**config.mk**
```make
export PLATFORM = sky130hd
export DESIGN_NAME = calc_write_addr
export DESIGN_NICKNAME = d
export VERILOG_FILES = /design/src/rtl/calc_write_addr.sv
export SDC_FILE = /design/constraint.sdc
export NUM_CORES = 1
export LEC_CHECK = 0
export BUFFER_PORTS_ARGS = -buffer_cell sky130_fd_sc_hd__buf_2
export CORE_MARGIN = 1.5
export CORE_UTILIZATION = 45
export CTS_CLUSTER_SIZE = 30
export DETAILED_ROUTE_END_ITERATION = 7
export MAX_ROUTING_LAYER = met4
export PLACE_DENSITY_LB_ADDON = 0.2
export SYNTH_ARGS = -nofsm -noshare
export SYNTH_HDL_FRONTEND = slang
export SYNTH_SLANG_ARGS = --single-unit
```
**constraint.sdc**
```tcl
create_clock -name clk -period 5.8 [get_ports clk]
set_input_delay 0.58 -clock clk [delete_from_list [all_inputs] [get_ports clk]]
set_output_delay 0.58 -clock clk [all_outputs]
set_load 0.02 [all_outputs]
```
**src/rtl/calc_write_addr.sv**
```systemverilog
`default_nettype none
// +----------------------------------------------------------------------------+
// | Module      : calc_write_addr                                              |
// | Description : Write-address calculator for an 8-bank extrinsic memory.     |
// |               Captures the read row address and bank map while a           |
// |               half-iteration runs, queues them in a small FIFO, and pairs  |
// |               each queued entry with an arriving extrinsic word. Lane data |
// |               is routed back to the banks it was read from.                |
// |               Optional duplicate-bank check on popped maps is enabled by   |
// |               defining CALC_WRITE_ADDR_PERM_CHECK_EN.                      |
// | Revision    : 1.0  initial release                                         |
// +----------------------------------------------------------------------------+
module calc_write_addr #(
  parameter int ADDR_W     = 13,
  parameter int DATA_W     = 8,
  parameter int FIFO_DEPTH = 16
) (
  input  logic                clk,
  input  logic                reset,
  input  logic                start,
  input  logic                decMode,
  input  logic [ADDR_W-1:0]   blockSize,
  input  logic [ADDR_W-1:0]   rd_addr,
  input  logic [23:0]         rd_resort,
  input  logic                ext_valid,
  input  logic [8*DATA_W-1:0] ext_data,
  output logic                wr_en,
  output logic [ADDR_W-1:0]   wr_addr,
  output logic [8*DATA_W-1:0] wr_data,
  output logic                busy,
  output logic                done,
  output logic                err
);

  localparam int c_ptr_w = $clog2(FIFO_DEPTH);
  localparam int c_map_w = 24;
  localparam int c_ent_w = ADDR_W + c_map_w;
  localparam logic [c_ptr_w:0] c_full_cnt = (c_ptr_w + 1)'(FIFO_DEPTH);
  // Lane i -> bank i, i.e. {7,6,5,4,3,2,1,0} packed 3 bits per lane.
  localparam logic [c_map_w-1:0] c_ident_map = 24'hFAC688;

  typedef enum logic [1:0] {
    ST_IDLE  = 2'd0,
    ST_RUN   = 2'd1,
    ST_DRAIN = 2'd2,
    ST_DONE  = 2'd3
  } state_t;

  state_t              state_q, state_d;
  logic                mode_q, mode_d;
  logic [ADDR_W-1:0]   push_cnt_q, push_cnt_d;
  logic [ADDR_W-1:0]   wr_cnt_q, wr_cnt_d;
  logic [c_ptr_w-1:0]  wr_ptr_q, wr_ptr_d;
  logic [c_ptr_w-1:0]  rd_ptr_q, rd_ptr_d;
  logic [c_ptr_w:0]    occ_q, occ_d;
  logic                wr_en_q, wr_en_d;
  logic [ADDR_W-1:0]   wr_addr_q, wr_addr_d;
  logic [8*DATA_W-1:0] wr_data_q, wr_data_d;
  logic                busy_q, busy_d;
  logic                done_q, done_d;
  logic                err_q, err_d;

  logic [c_ent_w-1:0]  fifo_mem_q [FIFO_DEPTH];

  logic                start_acc;
  logic                active;
  logic                fifo_full;
  logic                fifo_empty;
  logic                pop;
  logic                push_try;
  logic                push;
  logic [c_ent_w-1:0]  push_entry;
  logic [c_ent_w-1:0]  head;
  logic [ADDR_W-1:0]   head_addr;
  logic [c_map_w-1:0]  head_map;
  logic [8*DATA_W-1:0] routed;
  logic                perm_err;

  assign start_acc  = start && (state_q == ST_IDLE);
  assign active     = (state_q == ST_RUN) || (state_q == ST_DRAIN);
  assign fifo_full  = (occ_q == c_full_cnt);
  assign fifo_empty = (occ_q == '0);
  assign pop        = ext_valid && active && !fifo_empty;
  assign push_try   = (state_q == ST_RUN);
  // A full FIFO still accepts a push when a pop frees a slot in the same cycle.
  assign push       = push_try && (!fifo_full || pop);
  assign push_entry = {rd_addr, (mode_q ? rd_resort : c_ident_map)};
  assign head       = fifo_mem_q[rd_ptr_q];
  assign head_addr  = head[c_ent_w-1 -: ADDR_W];
  assign head_map   = head[c_map_w-1:0];

  // Inverse permutation: lane i lands in bank head_map[i]; untargeted banks get 0.
  always_comb begin
    routed = '0;
    for (int k = 0; k < 8; k++) begin
      for (int i = 0; i < 8; i++) begin
        if (head_map[3*i +: 3] == 3'(k)) begin
          routed[DATA_W*k +: DATA_W] = ext_data[DATA_W*i +: DATA_W];
        end
      end
    end
  end

`ifdef CALC_WRITE_ADDR_PERM_CHECK_EN
  logic map_dup;

  // Flag any bank index that appears in more than one lane of the popped map.
  always_comb begin
    map_dup = 1'b0;
    for (int i = 0; i < 8; i++) begin
      for (int j = i + 1; j < 8; j++) begin
        if (head_map[3*i +: 3] == head_map[3*j +: 3]) begin
          map_dup = 1'b1;
        end
      end
    end
  end

  assign perm_err = pop && mode_q && map_dup;
`else
  assign perm_err = 1'b0;
`endif

  // Next-state logic for the FSM, counters, FIFO pointers and registered outputs.
  always_comb begin
    state_d    = state_q;
    mode_d     = mode_q;
    push_cnt_d = push_cnt_q;
    wr_cnt_d   = wr_cnt_q;
    wr_ptr_d   = wr_ptr_q;
    rd_ptr_d   = rd_ptr_q;
    occ_d      = occ_q;
    wr_en_d    = pop;
    wr_addr_d  = pop ? head_addr : wr_addr_q;
    wr_data_d  = pop ? routed : wr_data_q;

    case (state_q)
      ST_IDLE: begin
        if (start) begin
          state_d    = ST_RUN;
          mode_d     = decMode;
          push_cnt_d = '0;
          wr_cnt_d   = '0;
        end
      end
      ST_RUN: begin
        push_cnt_d = push_cnt_q + 1'b1;
        if (push_cnt_d == blockSize) begin
          state_d = ST_DRAIN;
        end
      end
      ST_DRAIN: begin
        if (wr_cnt_q == blockSize) begin
          state_d = ST_DONE;
        end
      end
      default: begin
        state_d = ST_IDLE;
      end
    endcase

    if (pop) begin
      wr_cnt_d = wr_cnt_q + 1'b1;
      rd_ptr_d = rd_ptr_q + 1'b1;
    end
    if (push) begin
      wr_ptr_d = wr_ptr_q + 1'b1;
    end
    if (push && !pop) begin
      occ_d = occ_q + 1'b1;
    end else if (pop && !push) begin
      occ_d = occ_q - 1'b1;
    end

    // A new half-iteration always starts from an empty queue.
    if (start_acc) begin
      wr_ptr_d = '0;
      rd_ptr_d = '0;
      occ_d    = '0;
    end

    busy_d = (state_d == ST_RUN) || (state_d == ST_DRAIN);
    done_d = (state_d == ST_DONE);
    err_d  = (start_acc ? 1'b0 : err_q)
           | (ext_valid && !pop)
           | (push_try && fifo_full && !pop)
           | perm_err;
  end

  // Control and output registers, cleared asynchronously.
  always_ff @(posedge clk or negedge reset) begin
    if (!reset) begin
      state_q    <= ST_IDLE;
      mode_q     <= 1'b0;
      push_cnt_q <= '0;
      wr_cnt_q   <= '0;
      wr_ptr_q   <= '0;
      rd_ptr_q   <= '0;
      occ_q      <= '0;
      wr_en_q    <= 1'b0;
      wr_addr_q  <= '0;
      wr_data_q  <= '0;
      busy_q     <= 1'b0;
      done_q     <= 1'b0;
      err_q      <= 1'b0;
    end else begin
      state_q    <= state_d;
      mode_q     <= mode_d;
      push_cnt_q <= push_cnt_d;
      wr_cnt_q   <= wr_cnt_d;
      wr_ptr_q   <= wr_ptr_d;
      rd_ptr_q   <= rd_ptr_d;
      occ_q      <= occ_d;
      wr_en_q    <= wr_en_d;
      wr_addr_q  <= wr_addr_d;
      wr_data_q  <= wr_data_d;
      busy_q     <= busy_d;
      done_q     <= done_d;
      err_q      <= err_d;
    end
  end

  // Queue storage; contents are meaningless once the pointers are cleared.
  always_ff @(posedge clk) begin
    if (push) begin
      fifo_mem_q[wr_ptr_q] <= push_entry;
    end
  end

  assign wr_en   = wr_en_q;
  assign wr_addr = wr_addr_q;
  assign wr_data = wr_data_q;
  assign busy    = busy_q;
  assign done    = done_q;
  assign err     = err_q;

endmodule
`default_nettype wire

```
**After elaboration in Yosys (flattened, before gate mapping)**

Memories as Yosys holds them, arrays and structs flattened.
Index checks and enable logic that the tools add are counted.
Widths: inputs -> output; s select.

- Register bits after elaboration: 123
- Bits in latches: 0
- Memory bits (writable): 592
- Bits in read-only memories: 0
- Bits of input ports: 119
- Output and inout bits: 81
- Word-level logic and storage cells: 205
- Memories kept: 1

- Add/sub/neg operators: 6
- $mul: 0
- Div/mod/pow operators: 0
- Order comparisons: 0
- Equality and inequality tests: 65
- Shift-type cells: 0
- Muxes and demuxes: 83
- Bitwise logic cells: 2
- Reduce and logical (&&, ||, !) cells: 35

Memory list:

| memory | depth | bits a word | read ports | clocked after Yosys merged registers in | wr ports | RTL line | text |
|---|---|---|---|---|---|---|---|
| fifo_mem_q | 16 | 37 | 1 | 0 | 1 | 63 | `logic [c_ent_w-1:0] fifo_mem_q [FIFO_DEPTH];` |

Operators by type and width:

| cell | number |
|---|---|
| $mux 8 | 64 |
| $eq 3x3->1 const B | 32 |
| $eq 3x2->1 const B | 16 |
| $mux 13 | 3 |
| $add 13x1->13 const B | 2 |
| $eq 13x13->1 | 2 |
| $pmux 13 s2 | 1 |
| $eq 3x1->1 const B | 8 |
| $logic_not 3->1 | 8 |
| $mux 24 | 1 |
| $mux 4 | 4 |
| $mux 5 | 3 |
| $reduce_bool 2->1 | 5 |
| $logic_and 1x1->1 | 9 |
| $add 4x1->4 const B | 2 |
| $eq 2x2->1 const B | 3 |
| $mux 2 | 3 |
| $pmux 2 s3 | 1 |
| $reduce_and 2->1 | 3 |
| $add 5x1->5 const B | 1 |
| $eq 5x5->1 const B | 1 |
| $logic_not 5->1 | 1 |
| $sub 5x1->5 const B | 1 |
| $eq 2x1->1 const B | 2 |
| other kinds (7) | 15 |

**Logic depth before layout (Yosys ltp)**

- Depth in word-level cells: 11
- Depth in mapped cells: 14
- Mapped depth without buffers: 13

**Worst setup path after synthesis**

Ideal clock, no wire load.

- Path type: reg-to-reg
- From: register state_q[1]
- To: memory fifo_mem_q[4][0] in the netlist's numbering (enable)
- Library setup time: 477 ps
- Arrival time: 3984 ps
- Data required time: 5323 ps
- Setup slack: 1338 ps
- Cell stages (with the launch flop): 9
- Buffers on the path: 1
- Clock period less this slack: 4462 ps
- Cell sequence: dfrtp_1 -> inv_1 -> ha_1 -> o211ai_1 -> inv_1 -> o21a_1 -> clkbuf_1 -> nand2_1 -> nor3_1

- Longest elaborated chain between the ends: 8
- Elaborated cells between the ends (all ways): 9
- Classes of those cells: eq/ne: 2; mux: 2; reduce/logical: 5

RTL lines:

| what | RTL line | text |
|---|---|---|
| start: declaration | 49 | `state_t state_q, state_d;` |
| start signal: assignment | 207 | `state_q <= state_d;` |
| $eq 2x1->1 or $eq 2x2->1 (tied branches) | 80, 84 |  |
| $logic_or 1x1->1 | 80 | `assign active = (state_q == ST_RUN) \|\| (state_q == ST_DRAIN);` |
| $logic_and 1x1->1 (2 in series) | 83 | `assign pop = ext_valid && active && !fifo_empty;` |
| $logic_or 1x1->1 | 86 | `assign push = push_try && (!fifo_full \|\| pop);` |
| $logic_and 1x1->1 * | 86 |  |
| $mux 1 * | 225 | `if (push) begin` |
| $mux 1 (implied by the code) * | 226 | `fifo_mem_q[wr_ptr_q] <= push_entry;` |
| end: declaration | 63 |  |

Every way passes the cells marked *; elsewhere a longest branch is shown, timed or not.

**Worst setup path after layout**

- From: register rd_ptr_q[0]
- To: register wr_data_q[54] (netlist: wr_data[54])

- Longest elaborated chain between the ends: 10
- Elaborated cells between the ends (all ways): 17
- Classes of those cells: eq/ne: 8; mux: 8; memory: 1

RTL lines:

| what | RTL line | text |
|---|---|---|
| start: declaration | 54 | `logic [c_ptr_w-1:0] rd_ptr_q, rd_ptr_d;` |
| start signal: assignment | 212 | `rd_ptr_q <= rd_ptr_d;` |
| $mem_v2 16x37 * | - |  |
| $eq 3x3->1 | 97 | `if (head_map[3*i +: 3] == 3'(k)) begin` |
| $mux 8 (7 in series) | 97 |  |
| $mux 8 * | 97 |  |
| end signal: assignment | 216 | `wr_data_q <= wr_data_d;` |
| end: declaration | 58 | `logic [8*DATA_W-1:0] wr_data_q, wr_data_d;` |

Marks and branches as above.
A chain may end at the register's enable or synchronous reset.

==> run_results.csv <==
group,metric,value,unit
worst_setup_path,ff2ff_setup_slack,1.33,ns
clock_network,cts-root-buf,"clkbuf_16",
hold_path,hold_end,"mode_q$_DFFE_PN0P_",
worst_setup_path,r2r_cells,8,
sta,slew_violations,0,
routing,wl,114000,um
global_routing,grt_util_met3,0.04391,
placed_design,place_ws,1.383,ns
routing,vias,23190,
yosys,async_reset_ff_frac,0.1720,
yosys,synthesis.area,34160,um^2
clock_network,cts.clk_slew.worst_paths,0.06,ns
sta,relSlewSlack,0.04870,
clock_network,cts.path.max_buffers,3,
hold_path,holdCritPathClass,"in2reg",
worst_setup_path,crit_family,"simple AND/OR/NAND/NOR gates",
yosys,avgSynthCellArea,14.78,um^2
clock_network,cts_setup_buffers,0,
run,cap_violations,0,
worst_setup_path,cp_cell_sequence,"buf_12 > mux4_2 > nand2_1 > nand4_2 > nor3_4 > nor3_2 > a221oi_1 > o21ai_1",
sta,max_freq,223.8,MHz
hold_path,hold_depth,3,
worst_setup_path,crit_buf_inv,1,
worst_setup_path,r2r-end,"wr_data[54]$_DFFE_PN0P_",
cells_and_area,area_delta_synth_final,12.70,%
hold_path,min_from,"decMode",
global_routing,grt_pass1_vias,22850,
floorplan,initial_core_util,0.4565,
sta,worstMarginPinSlew,1.416,ns
clock_network,cts-buffers-inserted,77,
routing,wire_per_inst,32.61,um
floorplan,core-area,74820,um^2
sta,finClkSkew,0.03984,ns
yosys,postSynthCellCount,2311,
cells_and_area,final_nets,2600,
worst_setup_path,critical_path_class,"reg2reg",
global_routing,grt_use_met2,0.4594,
worst_setup_path,crit_slowest_cell,"nor3_4",
sta,rsz0062_at_grt,"no",
clock_network,cts_tree,"done",
routing,first_pass_iters,5,
clock_network,htreeDepth,3,
clock_network,holdBufCountCts,1,
placed_design,gp_congestion,1.012,
global_routing,grt_pass1_wl,163600,um
cells_and_area,final_cell_mix,"edfxtp_1 (592), buf_2 (198), nand2_1 (162), mux4_2 (162), dfrtp_1 (119)",
worst_setup_path,arrival,4.96,ns
yosys,synth_fp_nets,2447,
global_routing,busiest_layer,"met2",
yosys,synth-main-ff-cell,"edfxtp_1",
yosys,synth_seq_area_share,0.6105,
floorplan,fp.dieW,278.5,um
routing,drt_iter0_markers,2586,
worst_setup_path,max_stage_delay,0.93,ns
cells_and_area,drive_gt1_frac,0.2655,
global_routing,globalRouteOverflowTotal,0,
worst_setup_path,crit_path_max_fanout,40,
yosys,ys_ff_latch,715,
placed_design,io_buffers,199,
placed_design,dp_hpwl,74950,um
sta,holdWs,0.2308,ns
sta,hold_viol,0,
routing,routed_via_density,6.638,
global_routing,use_met1,0.4075,
routing,drcViolationCount,0,
routing,drtAntennaViolNets,0,
global_routing,antenna_found_initial,1,
floorplan,rows,100,
floorplan,die-area,77570,um^2
worst_setup_path,end_kind,"flop",
yosys,ys_types,91,
cells_and_area,final_common_cell,"edfxtp_1",
floorplan,die_h,278.5,um
worst_setup_path,timing.rr.start,"rd_ptr_q[0]$_DFFE_PN0P_",
global_routing,grt_util_all_layers,0.3014,
worst_setup_path,startpoint_type,"flop",
yosys,yosysWarnings,0,
sta,finalCritPeriodShare,0.7703,
sta,period_needed,4.468,ns
floorplan,ios,200,
yosys,synth_edf_count,592,
clock_network,cts_resized,0,
clock_network,clk_latency,0.63,ns
sta,setup_ws,1.332,ns
outcome,status,"finished clean",
sta,setup_viol,0,
global_routing,grt_max_degree,83,
clock_network,clock-sinks,715,
worst_setup_path,required,6.29,ns
sta,setup_tns,0,ns
[worst reg2reg max path, stage by stage (launching register included)]
cell and delay, ns:
dfrtp_4 0.71, buf_12 0.39, mux4_2 0.57, nand2_1 0.12, nand4_2 0.60, nor3_4 0.95
nor3_2 0.25, a221oi_1 0.61, o21ai_1 0.16
[how the worst max path moves through the flow]
stage | start | end | cells past startpoint
final | rd_ptr_q[0]$_DFFE_PN0P_ | wr_data[54]$_DFFE_PN0P_ | 8
after global placement | rd_ptr_q[0]$_DFFE_PN0P_ | wr_data[48]$_DFFE_PN0P_ | 8
after global routing | rd_ptr_q[0]$_DFFE_PN0P_ | wr_data[54]$_DFFE_PN0P_ | 8
after detailed placement | rd_ptr_q[0]$_DFFE_PN0P_ | wr_data[51]$_DFFE_PN0P_ | 8
after floorplan | state_q[1]$_DFF_PN0_ | fifo_mem_q[4][0]$_DFFE_PP_ | 8
after CTS | rd_ptr_q[0]$_DFFE_PN0P_ | wr_data[51]$_DFFE_PN0P_ | 8
[synthesized netlist by cell type, drive strengths merged, types with 6 or more instances]
library cell    n  area [um^2]
edfxtp        592        17780
nand2         165        626.9
mux4          162         3649
buf           124        810.8
dfrtp         123         3078
nor4          105        678.2
nor2           96        367.8
nand4          86        644.4
o21ai          77        385.4
clkbuf         68        267.8
a22oi          67        545.5
nor3           66        553.0
a221oi         59        529.3
a221o          47        470.5
and2           45        286.5
o221ai         43        376.6
o31ai          42        355.3
nand3          39        212.7
xnor2          26        227.7
inv            25        93.84
o221a          22        247.7
nand2b         21        131.4
a21oi          17        96.35
a311oi         16        201.5
ha             16        200.2
xor2           16        140.1
or4            15        112.6
nor2b          14        87.58
and4           11        96.34
o211ai         11        82.58
a32oi           9        78.83
and3            7        43.79
or3             7        43.79
a22o            6        52.55
nor3b           6        56.31
[registers in the layout (all words and copies together), names as in the netlist, 2 cells and up]
name / cells
occ_q: 5
push_cnt_q: 13
state_q: 2
fifo_mem_q: 592
wr_addr: 13
wr_ptr_q: 4
wr_cnt_q: 13
rd_ptr_q: 4
wr_data: 64
[cell families (layout without fill, tap and decap cells)]
group | count (synthesis) | count (layout) | share of synthesized area
AOI/OAI and AO/OA | 458 | 458 | 0.1102
muxes | 169 | 169 | 0.1090
and+or+nand+nor | 692 | 692 | 0.1181
DFF | 715 | 715 | 0.6105
adders and majority gates | 17 | 17 | 0.006447
other | 0 | 1 | 0
buffers and inverters | 217 | 430 | 0.03432
xor gates and xnor gates | 43 | 43 | 0.01143
[through the flow]
stage               utilization  instances  area [um^2]
floorplan                     -       2311        34160
global placement         0.4797       3353        35890
detailed placement       0.4797       3353        35890
CTS                      0.5145       3493        38490
global route             0.5145       3494        38500
finish                   0.5145       3494        38500
[routing by layer]
layer | wire length, um | vias to the layer above
met5 | 0 | -
met2 | 52930 | 1182
met1 | 48090 | 11940
li1 | - | 9847
met3 | 8124 | 228
met4 | 4808 | 0
[area by class of cell]
class / instances / area [um^2]
Multi-Input combinational cell: 1379 / 12200
Inverter: 25 / 93.84
Clock inverter: 41 / 554.3
Sequential cell: 715 / 20870
Timing Repair Buffer: 266 / 1533
Antenna cell: 1 / 2.502
Fill cell: 6192 / 36320
Clock buffer: 98 / 2036
Tap cell: 969 / 1212
Power is not shown: default switching activity piles up to over one toggle a cycle in this logic, so the estimate is an artifact.
